===== src/rtl/mem_port_arbiter.sv =====
// ---------------------------------------------------------------------------
// mem_port_arbiter
//
// Shares one single-port memory between the instruction-fetch port (IF_*)
// and the load/store port (D_*). One requester is granted at a time; its
// command is registered onto the memory bus (M_*). Read data is returned
// on the granted port's registered Readdata bus with a one-cycle Valid
// pulse. A watchdog aborts reads that never complete.
//
// Ports
//   MEMARB_Clk_in / MEMARB_Reset_in  clock, synchronous active-high reset
//   IF_Read_in, IF_Addr_InBUS        fetch read request (held until accepted)
//   IF_Wait_out                      0 only in the cycle the fetch command is accepted
//   IF_Readdata_OutBUS, IF_Valid_out fetch read data + 1-cycle valid pulse
//   D_Read_in, D_Write_in            load/store request (write wins if both)
//   D_Addr_InBUS, D_Byteenable_InBUS, D_Writedata_InBUS   load/store command
//   D_Wait_out                       0 only in the cycle the data command is accepted
//   D_Readdata_OutBUS, D_Valid_out   load data + 1-cycle valid pulse
//   M_Read_out, M_Write_out, M_Addr_OutBUS, M_Byteenable_OutBUS,
//   M_Writedata_OutBUS               registered memory command
//   M_Waitrequest_in                 memory stalls the current command
//   M_Readdata_InBUS, M_Readdatavalid_in   memory read response
//   MEMARB_Timeout_out               sticky: a read was aborted by the watchdog
// ---------------------------------------------------------------------------
module mem_port_arbiter #(
    parameter int DATAWIDTH     = 32,
    parameter int ADDRWIDTH     = 32,
    parameter int TIMEOUT       = 255,
    parameter int PRIORITY_DATA = 1
) (
    input  logic                   MEMARB_Clk_in,
    input  logic                   MEMARB_Reset_in,

    input  logic                   IF_Read_in,
    input  logic [ADDRWIDTH-1:0]   IF_Addr_InBUS,
    output logic                   IF_Wait_out,
    output logic [DATAWIDTH-1:0]   IF_Readdata_OutBUS,
    output logic                   IF_Valid_out,

    input  logic                   D_Read_in,
    input  logic                   D_Write_in,
    input  logic [ADDRWIDTH-1:0]   D_Addr_InBUS,
    input  logic [DATAWIDTH/8-1:0] D_Byteenable_InBUS,
    input  logic [DATAWIDTH-1:0]   D_Writedata_InBUS,
    output logic                   D_Wait_out,
    output logic [DATAWIDTH-1:0]   D_Readdata_OutBUS,
    output logic                   D_Valid_out,

    output logic                   M_Read_out,
    output logic                   M_Write_out,
    output logic [ADDRWIDTH-1:0]   M_Addr_OutBUS,
    output logic [DATAWIDTH/8-1:0] M_Byteenable_OutBUS,
    output logic [DATAWIDTH-1:0]   M_Writedata_OutBUS,
    input  logic                   M_Waitrequest_in,
    input  logic [DATAWIDTH-1:0]   M_Readdata_InBUS,
    input  logic                   M_Readdatavalid_in,

    output logic                   MEMARB_Timeout_out
);

    // Watchdog counter is at least 8 bits and wide enough to hold TIMEOUT.
    localparam int CNTWIDTH = ($clog2(TIMEOUT + 1) > 8) ? $clog2(TIMEOUT + 1) : 8;
    // The abort fires in the TIMEOUT-th RDWAIT cycle, when the count (cleared
    // on entry) still reads TIMEOUT-1.
    localparam logic [CNTWIDTH-1:0] WD_LAST = CNTWIDTH'((TIMEOUT > 0) ? TIMEOUT - 1 : 0);

    typedef enum logic [1:0] {IDLE, ISSUE, RDWAIT} stateType;
    typedef enum logic {PORT_IF, PORT_D} portType;

    stateType              state;
    portType               grant;
    portType               lastServed;
    logic [CNTWIDTH-1:0]   wdCount;

    logic                  ifReq;
    logic                  dReq;
    portType               winner;
    logic                  rdDone;
    logic [DATAWIDTH-1:0]  rdData;

    // Arbitration and read-completion decode.
    always_comb begin
        // NOTE: every signal gets a default first so no path leaves it unassigned (no latch).
        ifReq  = IF_Read_in;
        dReq   = D_Read_in | D_Write_in;
        winner = PORT_IF;
        if (dReq && !ifReq) begin
            winner = PORT_D;
        end else if (dReq && ifReq) begin
            if (PRIORITY_DATA != 0) begin
                winner = PORT_D;
            end else begin
                // Round-robin: whoever was not served last takes the tie.
                winner = (lastServed == PORT_IF) ? PORT_D : PORT_IF;
            end
        end

        // A read finishes on returned data or on watchdog expiry; returned
        // data wins if both happen in the same cycle.
        rdDone = M_Readdatavalid_in || ((TIMEOUT != 0) && (wdCount == WD_LAST));
        rdData = M_Readdatavalid_in ? M_Readdata_InBUS : '1;
    end

    // Acceptance is the ISSUE cycle in which memory does not stall.
    assign IF_Wait_out = !((state == ISSUE) && (grant == PORT_IF) && !M_Waitrequest_in);
    assign D_Wait_out  = !((state == ISSUE) && (grant == PORT_D)  && !M_Waitrequest_in);

    // NOTE: sequential state uses non-blocking assignments only, so every
    // register samples pre-edge values regardless of statement order.
    always_ff @(posedge MEMARB_Clk_in) begin
        // NOTE: Valid outputs default low each cycle, making them single-cycle pulses.
        IF_Valid_out <= 1'b0;
        D_Valid_out  <= 1'b0;

        if (MEMARB_Reset_in) begin
            state               <= IDLE;
            grant               <= PORT_IF;
            lastServed          <= PORT_IF;
            wdCount             <= '0;
            M_Read_out          <= 1'b0;
            M_Write_out         <= 1'b0;
            M_Addr_OutBUS       <= '0;
            M_Byteenable_OutBUS <= '0;
            M_Writedata_OutBUS  <= '0;
            IF_Readdata_OutBUS  <= '0;
            D_Readdata_OutBUS   <= '0;
            MEMARB_Timeout_out  <= 1'b0;
        end else begin
            unique case (state)
                IDLE: begin
                    if (ifReq || dReq) begin
                        grant      <= winner;
                        lastServed <= winner;
                        state      <= ISSUE;
                        if (winner == PORT_D) begin
                            // D_Write_in overrides a simultaneous D_Read_in.
                            M_Read_out          <= !D_Write_in;
                            M_Write_out         <= D_Write_in;
                            M_Addr_OutBUS       <= D_Addr_InBUS;
                            M_Byteenable_OutBUS <= D_Byteenable_InBUS;
                            M_Writedata_OutBUS  <= D_Writedata_InBUS;
                        end else begin
                            M_Read_out          <= 1'b1;
                            M_Write_out         <= 1'b0;
                            M_Addr_OutBUS       <= IF_Addr_InBUS;
                            M_Byteenable_OutBUS <= '1;
                            M_Writedata_OutBUS  <= '0;
                        end
                    end
                end

                ISSUE: begin
                    if (!M_Waitrequest_in) begin
                        M_Read_out  <= 1'b0;
                        M_Write_out <= 1'b0;
                        wdCount     <= '0;
                        // M_Write_out still holds the latched command kind here.
                        state       <= M_Write_out ? IDLE : RDWAIT;
                    end
                end

                RDWAIT: begin
                    if (rdDone) begin
                        if (grant == PORT_IF) begin
                            IF_Readdata_OutBUS <= rdData;
                            IF_Valid_out       <= 1'b1;
                        end else begin
                            D_Readdata_OutBUS  <= rdData;
                            D_Valid_out        <= 1'b1;
                        end
                        if (!M_Readdatavalid_in) begin
                            MEMARB_Timeout_out <= 1'b1;
                        end
                        state <= IDLE;
                    end else if (wdCount != '1) begin
                        wdCount <= wdCount + CNTWIDTH'(1);
                    end
                end

                default: state <= IDLE;
            endcase
        end
    end

endmodule


===== config.mk =====
export PLATFORM = sky130hd
export DESIGN_NAME = mem_port_arbiter
export DESIGN_NICKNAME = d
export VERILOG_FILES = /design/src/rtl/mem_port_arbiter.sv
export SDC_FILE = /design/constraint.sdc
export NUM_CORES = 1
export LEC_CHECK = 0
export ABC_AREA = 0
export BUFFER_PORTS_ARGS = -buffer_cell sky130_fd_sc_hd__buf_2
export CAP_MARGIN = 20
export CORE_MARGIN = 4
export CORE_UTILIZATION = 44
export CTS_BUF_LIST = sky130_fd_sc_hd__clkbuf_4
export CTS_CLUSTER_DIAMETER = 60
export DETAILED_ROUTE_END_ITERATION = 7
export MAX_ROUTING_LAYER = met4
export PLACE_DENSITY = 0.79
export SLEW_MARGIN = 5
export SYNTH_ARGS = -nofsm -noshare
export SYNTH_HDL_FRONTEND = slang
export SYNTH_SLANG_ARGS = --single-unit

===== constraint.sdc =====
create_clock -name MEMARB_Clk_in -period 1.4 [get_ports MEMARB_Clk_in]
set_input_delay 0.21 -clock MEMARB_Clk_in [delete_from_list [all_inputs] [get_ports MEMARB_Clk_in]]
set_output_delay 0.21 -clock MEMARB_Clk_in [all_outputs]
set_load 0.005 [all_outputs]

==> results of run 1 <==
flip-flops by register name, indices dropped and copies added, names as in the netlist, 2 cells and up:
signal,count
D_Readdata_OutBUS,32
IF_Readdata_OutBUS,32
M_Addr_OutBUS,32
M_Byteenable_OutBUS,4
M_Writedata_OutBUS,32
state,2
wdCount,8
worst max path at each step:
stage	start	end	depth (start not counted)
floorplan	state[0]	IF_Readdata_OutBUS[10]	7
global placement	wdCount[0]	wdCount[6]	7
detailed placement	wdCount[0]	wdCount[6]	7
CTS	state[1]	IF_Wait_out	5
global route	state[1]	M_Addr_OutBUS[15]	9
finish	state[0]	D_Wait_out	5
logic make-up (layout without fill, tap and decap cells):
kind of cell	count (synthesis)	count (layout)	synth area share
compound gates	150	150	0.1900
flops	148	148	0.4978
mux	1	1	0.001682
buf+inv	60	570	0.05256
other cells	0	8	0
fa+ha+maj	2	2	0.004204
simple gates	324	324	0.2537
cell type report:
| class | count | area (sq um) | share of cell area |
|---|---|---|---|
| diodes | 8 | 20.02 | 0.001741 |
| clock inverters | 14 | 200.2 | 0.01741 |
| flip-flops and latches | 148 | 2989 | 0.2600 |
| multi-input cells | 477 | 3531 | 0.3071 |
| clock buffers | 18 | 135.1 | 0.01175 |
| well taps | 176 | 220.2 | 0.01916 |
| inverters | 6 | 27.53 | 0.002394 |
| repair buffers | 532 | 4373 | 0.3804 |
through the flow:
step / hold WS (ps) / instances / setup slack, ps / area [sq um]
2_1_floorplan: 346.0 / 685 / -21.54 / 5996
3_3_place_gp: 441.2 / 1135 / -49.13 / 7810
3_5_place_dp: 455.3 / 1135 / -84.57 / 7810
4_1_cts: 3.637 / 1351 / -385.2 / 10690
5_1_grt: 81.33 / 1378 / -691.1 / 11490
6_report: 120.6 / 1379 / -502.9 / 11500
tightest hold or removal path: stages:
cell and delay [ps]:
buf_2 210, o32a_1 210, nor2_1 60
metal layers:
metal | track usage | routed length (um) | share of wire | up-vias
li1 | - | - | - | 3351
met1 | 0.4182 | 13060 | 0.32 | 4103
met2 | 0.6234 | 17790 | 0.44 | 1032
met3 | 0.1051 | 5530 | 0.14 | 412
met4 | 0.2411 | 4316 | 0.11 | 0
met5 | - | 0 | 0 | -
placed cells by master, fill, tap and decap left out, types with 3 or more instances in the layout:
cell type / instances
a21oi_2: 58
a21oi_4: 10
a22oi_2: 34
a311oi_1: 7
a311oi_2: 25
buf_12: 19
buf_16: 12
buf_2: 275
buf_4: 53
buf_6: 29
buf_8: 3
bufinv_16: 4
clkbuf_16: 7
clkbuf_4: 18
clkinvlp_4: 4
dfxtp_1: 133
dfxtp_2: 12
dfxtp_4: 3
diode_2: 8
dlygate4sd3_1: 134
inv_1: 3
inv_6: 3
nand2_1: 69
nand2b_1: 64
nand2b_4: 3
nand3_1: 10
nand3_2: 3
nand3_4: 4
nor2_1: 114
nor2_2: 26
nor2_4: 4
nor3_1: 5
o211ai_1: 3
o21ai_4: 3
o311ai_2: 4
what timing repair did:
item | 4_1_cts | 5_1_grt
pin swaps | 32 | 70
gates cloned | 19 | 5
gates resized for setup | 109 | 166
endpoints found under the setup margin | 120 | 151
hold buffers | 134 | 0
buffers inserted | 32 | 25
endpoints found under the hold margin | 135 | 0
power groups by stage:
stage,Clock (uW),Sequential (uW),Combinational [uW]
final,3460,4760,3310
after global routing,3520,4760,3340
after CTS,3150,4600,2510
after detailed placement,0,4690,1550
after global placement,0,4680,1520
after floorplan,0,4700,779
==> key figures, run 1 <==
Status
  • Status: finished with violations
  • Failing checks: negative setup slack

Power
  • Power density over the cells: about 1000 nW/um^2
  • Logic pwr share: 0.287
  • Net switching fraction of the power: 0.3418
  • Seq pwr share: 0.413
  • Int Pwr: between 7000 and 8000 uW
  • Worst vdd ir: about 1000 uV
  • Clk pwr share: 0.300
  • Leakage: approximately 0.0052 uW
  • NetSw: around 4000 uW
  • Overall power: 11530 uW

Clock network
  • Worst-case clock buffer depth: 2
  • Cts bufs inserted: 17
  • CTS tree: yes
  • Worst-Skew Late Latency: around 640 ps
  • Root Driver: clkbuf_4
  • CTS clk-pin slew, worst paths: between 100 and 150 ps
  • H-tree levels: 4
  • CTS sink cnt: around 150

Yosys
  • Mapped Area: about 6000 sq um
  • Unique masters post-synth: 43
  • Post-synth EDFFs: 0
  • Seq cells post-synth: approximately 150
  • Yosys synthesis warning count: 0
  • Syn Nets: just over 800
  • Dominant synthesized flop cell: dfxtp_1
  • Area contributors post-synth: dfxtp_1 (50%), nor2_1 (9.0%), nand2b_1 (7.0%)
  • Cell taking the most area after synthesis: dfxtp_1
  • Post-Syn Area per Cell: ~8.7 sq um
  • Sequential share of the synthesized area: 0.4978
  • Count leader, synth: dfxtp_1
  • Share of the synthesized area in the top cell type: 0.4978
  • Async SR Flop Fraction: 0
  • Top cells by count, synth: dfxtp_1 (148), nor2_1 (143), nand2_1 (71), a21oi_1 (70), nand2b_1 (67)
  • Synth Instances: 685

STA
  • Worst slew pin tran: approximately 480 ps
  • # setup viols final: 179
  • RSZ-0062 raised after global routing: true
  • Worst setup margin: -502.9 ps
  • Final worst-path cycle share: 1.359
  • Relative slew slack: 0.6788
  • Final Skew: approximately 52 ps
  • Max Slew Vio Count: 0
  • Final Hold Fails: 0
  • Final Critical Period: 1903 ps
  • Fmax: around 0.53 GHz
  • Setup Total Neg Slack: -46740 ps

Drt
  • DR pass1 iterations: 8
  • Final ANT Viol Nets: 0
  • Routed WL: ~40000 um
  • Vias after detailed routing: just under 9000
  • Initial DRC Count: between 1000 and 1500
  • Remaining DRCs: 0
  • DR vias/cell: 6.453
  • Drt wl/cell: a little under 30 um

Setup path
  • FF-to-FF Start: state[1]
  • WP buf/inv: 3
  • R2R Setup Slk: -490 ps
  • Worst EP arrival: between 1500 and 2000 ps
  • Crit Path Category: flip-flop to primary output
  • Critical Path Source Type: flip-flop
  • Reg2reg end: M_Byteenable_OutBUS[0]
  • Crit path max fanout: 5
  • Crit. End Element: primary output
  • CP delay by family, top: buffers and inverters
  • Critical-path cell list: buf_6 -> nor3b_4 -> buf_6 -> nand2_2 -> buf_2
  • Critical path required time: roughly 1200 ps
  • Delay of the slowest critical-path stage: a little under 400 ps
  • Cell mode on critical path: buf_6
  • R2R cell count: 10
  • Critical path's slowest cell: dfxtp_2

Final layout
  • Filler Cell Count: 568
  • Final core occ: 0.8681
  • Layout area overhead: 93.15%
  • Nets: 1323
  • Layout cells sized above 1: 0.5331

Die
  • Site Rows: 42
  • Die Ht: about 120 um
  • Die ar.: 15450 sq um
  • Die span in x: between 100 and 150 um
  • Initial Util: 0.4495
  • Io pins: 278
  • Core area: roughly 13000 sq um

Global routing
  • Remaining Overflow, GRT: 0
  • Number of global-route vias before repair: ~8300
  • Largest net degree at the start of global routing: between 70 and 80
  • Initial antenna violation count: 3
  • Gr usage total: 0.3847
  • Global-route wire length before repair: approximately 46000 um

Job
  • Max-Cap Viols: 0

Place
  • Port Buffers: 277
  • Final HPWL from detailed placement: 12980 um
  • Routability cong.: slightly below 0.9

Worst hold path
  • Hold-critical path depth: 3
  • Worst hold path type: primary input to flip-flop
  • Min-delay src: M_Readdatavalid_in
  • Hold EP: state[1]
Note: power is estimated with default switching activity, not from simulation.
==> run 2, diff against run 1 <==
Settings changed: CORE_UTILIZATION 44 to 52, PLACE_DENSITY 0.79 to 0.88.
Clock period 1.4 ns to 2.3 ns, I/O delays scaled along.
==> key figures, run 2 (synthesis gave the netlist of run 1 again) <==
Setup path
  • Delay of the slowest critical-path stage: 530 ps (was 390 ps)
  • CP delay by family, top: simple AND/OR/NAND/NOR gates (was buffers and inverters)
  • FF-to-FF Start: wdCount[1] (was state[1])
  • Critical path's slowest cell: dfxtp_1 (was dfxtp_2)
  • Critical path required time: 1960 ps (was 1190 ps)
  • Worst EP arrival: 1780 ps (was 1690 ps)
  • Crit. End Element: primary output (unchanged)
  • Crit path max fanout: 10 (was 5)
  • Critical Path Source Type: flip-flop (unchanged)
  • Critical-path cell list: nor3b_1 -> nand2_1 -> buf_2 (was buf_6 -> nor3b_4 -> buf_6 -> nand2_2 -> buf_2)
  • Setup crit start: state[0] (unchanged)
  • Crit Path Category: flip-flop to primary output (unchanged)
  • WP buf/inv: 1 (was 3)

Drt
  • DR vias/cell: 5.420 (was 6.453)
  • Initial DRC Count: 464 (was 1291)
  • Final ANT Viol Nets: 0 (unchanged)
  • Drt wl/cell: 16.54 um (was 29.51 um)
  • Routed WL: 18370 um (was 40700 um)
  • Vias after detailed routing: 6022 (was 8898)
  • DR pass1 iterations: 5 (was 8)
  • Remaining DRCs: 0 (unchanged)

Place
  • Routability cong.: 0.8864 (was 0.8941)
  • Placed inst area: 7317 sq um (was 7810 sq um)
  • Port Buffers: 277 (unchanged)
  • Final HPWL from detailed placement: 12600 um (was 12980 um)

Clock network
  • CTS sink cnt: 148 (unchanged)
  • Hold buffers post-CTS: 19 (was 134)
  • CTS clk-pin slew, worst paths: 130 ps (was 140 ps)
  • Post-CTS setup buffers: 0 (was 32)
  • Worst-Skew Late Latency: 550 ps (was 640 ps)
  • H-tree levels: 4 (unchanged)
  • CTS tree: yes (unchanged)
  • Post_cts resized: 0 (was 109)
  • Root Driver: clkbuf_4 (unchanged)
  • Worst-case clock buffer depth: 2 (unchanged)
  • Cts bufs inserted: 17 (unchanged)

STA
  • Final Critical Period: 2123 ps
  • Final worst-path cycle share: 0.9232
  • Final Skew: 17.74 ps (was 51.97 ps)
  • Final Hold Fails: 0 (unchanged)
  • Setup Total Neg Slack: 0 ps (was -46740 ps)
  • Max Slew Vio Count: 0 (unchanged)
  • Relative slew slack: 0.4195 (was 0.6788)
  • RSZ-0062 raised after global routing: false (was true)
  • # setup viols final: 0 (was 179)
  • Fmax: 0.4710 GHz
  • Worst slew pin tran: 870.8 ps (was 478.6 ps)

Die
  • Die span in x: 115.0 um (was 124.3 um)
  • Die Ht: 115.0 um (was 124.3 um)
  • Site Rows: 38 (was 42)
  • Initial Util: 0.5396 (was 0.4495)
  • Core area: 11030 sq um (was 13240 sq um)
  • Die ar.: 13220 sq um (was 15450 sq um)
  • Io pins: 278 (unchanged)

Final layout
  • Reg area: 2963 sq um (was 2989 sq um)
  • Layout area overhead: 31.41% (was 93.15%)
  • Layout cells sized above 1: 0.3577 (was 0.5331)
  • Nets: 1098 (was 1323)
  • Commonest non-fill, non-tap cell in the layout: buf_2 (unchanged)
  • Filler Cell Count: 822 (was 568)
  • Post-route cell area: 7821 sq um (was 11500 sq um)
  • Multi-input logic area: 2685 sq um (was 3531 sq um)
  • Commonest cells after routing, fill and taps aside: buf_2 (276), dfxtp_1 (148), nor2_1 (142), nand2_1 (71), a21oi_1 (70) (was buf_2 (275), dlygate4sd3_1 (134), dfxtp_1 (133), nor2_1 (114), nand2_1 (69))
  • Final core occ: 0.7091 (was 0.8681)

Global routing
  • Gr usage total: 0.2805 (was 0.3847)
  • Initial antenna violation count: 1 (was 3)
  • Number of global-route vias before repair: 5835 (was 8259)
  • Remaining Overflow, GRT: 0 (unchanged)
  • Global-route wire length before repair: 28520 um (was 45960 um)
  • Largest net degree at the start of global routing: 96 (was 79)

Power
  • Leakage: 0.003766 uW (was 0.005152 uW)
  • Power density over the cells: 697.8 nW/um^2 (was 1003 nW/um^2)
  • Worst vdd ir: 499.2 uV (was 1024 uV)

Worst hold path
  • Worst hold path type: primary input to flip-flop (unchanged)
  • Min-delay src: D_Writedata_InBUS[15] (was M_Readdatavalid_in)

Job
  • Max-Cap Viols: 0 (unchanged)

Status
  • Status: completed (was finished with violations)
run 2: changes by cell type in the layout (fill, tap and decap cells not counted), sizes merged:
cell,delta
clkinvlp,-3
buf,-103
clkinv,+5
dlygate4sd3,-115
inv,-4
clkbuf,-5
diode,-7
run 2: final cells by class:
| class | count | area share |
|---|---|---|
| Antenna cell | 1 | 0.0003199 |
| Clock buffer | 20 | 0.01920 |
| Clock inverter | 12 | 0.02064 |
| Inverter | 6 | 0.002880 |
| Multi-Input combinational cell | 477 | 0.3433 |
| Sequential cell | 148 | 0.3788 |
| Tap cell | 140 | 0.02240 |
| Timing Repair Buffer | 307 | 0.2124 |
run 2: report_power, final:
group / internal [uW] / switching [uW] / leakage (uW)
combinational: 400 / 475 / 0.00239
sequential: 2720 / 97.4 / 0.00121
clock: 883 / 885 / 0.000167
total: 4000 / 1460 / 0.00377
run 2: path summary, 6_finish.rpt:
| path | end | slack (ps) | cells after the start |
|---|---|---|---|
| worst max-delay path | D_Wait_out | 180 | 3 |
| worst min-delay path | M_Writedata_OutBUS[15] | 40 | 3 |
| worst max register to register | IF_Readdata_OutBUS[23] | 400 | 5 |
| worst min register to register | M_Read_out | 470 | 2 |
run 2: worst min-delay path: stages:
cell and delay (ps):
buf_2 80, a22oi_1 60, nor2_1 80
run 2: stage by stage:
stage          worst slack, ps  power, uW  hold WS (ps)  cells
2_1_floorplan            797.5       3335         460.4    685
5_1_grt                  2.303       5674         11.54   1111
3_3_place_gp             536.4       3676         449.9   1059
3_5_place_dp             424.9       3701         455.6   1059
6_report                 176.7       5458         39.50   1111
4_1_cts                  123.0       5451         1.389   1110
run 2: layer usage:
metal	GRT usage	part of all wire	up-vias
met5	-	0	-
met4	0.1643	0.052	0
met3	0.07316	0.095	62
met2	0.4599	0.48	337
met1	0.3060	0.37	2740
li1	-	-	2883
==> run 3, diff against run 2 <==
Settings changed: CORE_MARGIN 4 to 1.5, GPL_TIMING_DRIVEN set to 1.
Clock period 2.3 ns to 2.57 ns, I/O delays scaled along.
==> key figures, run 3 (synthesis gave the netlist of run 1 again) <==
Status
  • Status: finished with violations (was completed)
  • Failing checks: design-rule violations

Clock network
  • Post-CTS setup buffers: 0 (unchanged)
  • CTS clk-pin slew, worst paths: 110 ps (was 130 ps)
  • Hold buffers post-CTS: 0 (was 19)
  • Cts bufs inserted: 17 (unchanged)
  • Post_cts resized: 0 (unchanged)
  • Root Driver: clkbuf_4 (unchanged)
  • Worst-Skew Late Latency: 530 ps (was 550 ps)
  • Worst-case clock buffer depth: 2 (unchanged)
  • CTS tree: yes (unchanged)
  • H-tree levels: 4 (unchanged)
  • CTS sink cnt: 148 (unchanged)

Drt
  • Drt wl/cell: 15.20 um (was 16.54 um)
  • Final ANT Viol Nets: 0 (unchanged)
  • DR vias/cell: 5.375 (was 5.420)
  • Vias after detailed routing: 5864 (was 6022)
  • Initial DRC Count: 366 (was 464)
  • DR pass1 iterations: 8 (was 5)
  • Remaining DRCs: 2 (was 0)
  • Routed WL: 16580 um (was 18370 um)

STA
  • Final Hold Fails: 0 (unchanged)
  • Fmax: about 0.45 GHz
  • Final Skew: 16.48 ps (was 17.74 ps)
  • Final Critical Period: roughly 2200 ps
  • Worst slew pin tran: 693.3 ps (was 870.8 ps)
  • Final worst-path cycle share: 0.8569
  • # setup viols final: 0 (unchanged)
  • Worst setup margin: 367.7 ps (was 176.7 ps)
  • Relative slew slack: 0.5378 (was 0.4195)
  • Setup Total Neg Slack: 0 ps (unchanged)
  • Max Slew Vio Count: 0 (unchanged)
  • RSZ-0062 raised after global routing: false (unchanged)

Global routing
  • Initial antenna violation count: 1 (unchanged)
  • Number of global-route vias before repair: 5203 (was 5835)
  • Global-route wire length before repair: 24880 um (was 28520 um)
  • Largest net degree at the start of global routing: 122 (was 96)
  • Gr usage total: 0.2739 (was 0.2805)
  • Remaining Overflow, GRT: 0 (unchanged)

Place
  • Final HPWL from detailed placement: 11730 um (was 12600 um)
  • Placed inst area: 7347 sq um (was 7317 sq um)
  • Port Buffers: 277 (unchanged)
  • Routability cong.: 0.8850 (was 0.8864)
  • Setup WS pre-CTS: 515.5 ps (was 424.9 ps)
  • Cells after DPL: 1058 (was 1059)

Die
  • Initial Util: 0.5419 (was 0.5396)
  • Die span in x: 110.0 um (was 115.0 um)
  • Core area: 10980 sq um (was 11030 sq um)
  • Die ar.: 12100 sq um (was 13220 sq um)
  • Site Rows: 38 (unchanged)
  • Die Ht: 110.0 um (was 115.0 um)
  • Io pins: 278 (unchanged)

Final layout
  • Post-route cell area: 7690 sq um (was 7821 sq um)
  • Nets: 1078 (was 1098)
  • Final core occ: 0.7002 (was 0.7091)
  • Commonest cells after routing, fill and taps aside: buf_2 (276), dfxtp_1 (148), nor2_1 (142), nand2_1 (71), a21oi_1 (70) (unchanged)
  • Post-Layout Cell Count: 1091 (was 1111)
  • Layout cells sized above 1: 0.3663 (was 0.3577)
  • Layout area overhead: 29.20% (was 31.41%)
  • Filler Cell Count: 881 (was 822)
  • Commonest non-fill, non-tap cell in the layout: buf_2 (unchanged)

Job
  • Max-Cap Viols: 0 (unchanged)

Setup path
  • Critical Path Source Type: flip-flop (unchanged)
  • Crit path max fanout: 10 (unchanged)
  • Critical path required time: 2180 ps (was 1960 ps)
  • Crit Path Category: flip-flop to primary output (unchanged)
  • Worst EP arrival: 1820 ps (was 1780 ps)
  • Crit. End Element: primary output (unchanged)

Power
  • Worst vdd ir: 570.3 uV (was 499.2 uV)
  • Power density over the cells: 644.8 nW/um^2 (was 697.8 nW/um^2)
  • Leakage: 0.003708 uW (was 0.003766 uW)

Worst hold path
  • Worst hold path type: primary input to flip-flop (unchanged)
==> run 3: cell count changes in the layout (fill, tap and decap cells not counted), sizes merged <==
cell and change:
clkinv -3, dlygate4sd3 -19, buf -1, bufinv +1
clkinvlp +1, clkbuf +1
==> run 3: critical path, stage by stage (launching register included) <==
cell	delay, ps
dfxtp_1	530
nor3b_1	520
nand2_1	100
buf_2	140
==> run 3: layout make-up <==
class | instances | area (sq um) | area share
diodes | 1 | 2.502 | 0.0003254
inverters | 6 | 22.52 | 0.002929
multi-input cells | 477 | 2685 | 0.3492
well taps | 140 | 175.2 | 0.02278
clock buffers | 21 | 157.7 | 0.02050
flip-flops and latches | 148 | 2963 | 0.3853
clock inverters | 11 | 182.7 | 0.02376
repair buffers | 287 | 1501 | 0.1952
==> run 3: through the flow <==
step           hold slack (ps)  total power (uW)
2_1_floorplan            460.4              2984
3_3_place_gp             451.9              3298
3_5_place_dp             454.8              3322
4_1_cts                  33.93              4993
5_1_grt                  33.90              5191
6_report                 87.48              4958
==> run 3: power breakdown <==
part	internal [uW]	switching [uW]
logic	349	416
registers	2430	75.1
clock network	904	783
total	3690	1270
==> run 3: layer usage <==
layer  up-vias  part of all wire  wire length, um  GRT usage
met5         -                 0                0          -
met4         0             0.021              343    0.09926
met3        25             0.096             1585    0.09171
met2       296              0.50             8301     0.4694
met1      2695              0.38             6350     0.2951
li1       2848                 -                -          -
==> run 3: worst paths after layout <==
check / start / end / slack, ps / depth (start not counted)
max reg2reg: state[0] / M_Addr_OutBUS[25] / 520 / 5
max: state[0] / D_Wait_out / 370 / 3
min: D_Writedata_InBUS[21] / M_Writedata_OutBUS[21] / 90 / 3
min reg2reg: D_Readdata_OutBUS[31] / D_Readdata_OutBUS[31] / 470 / 2
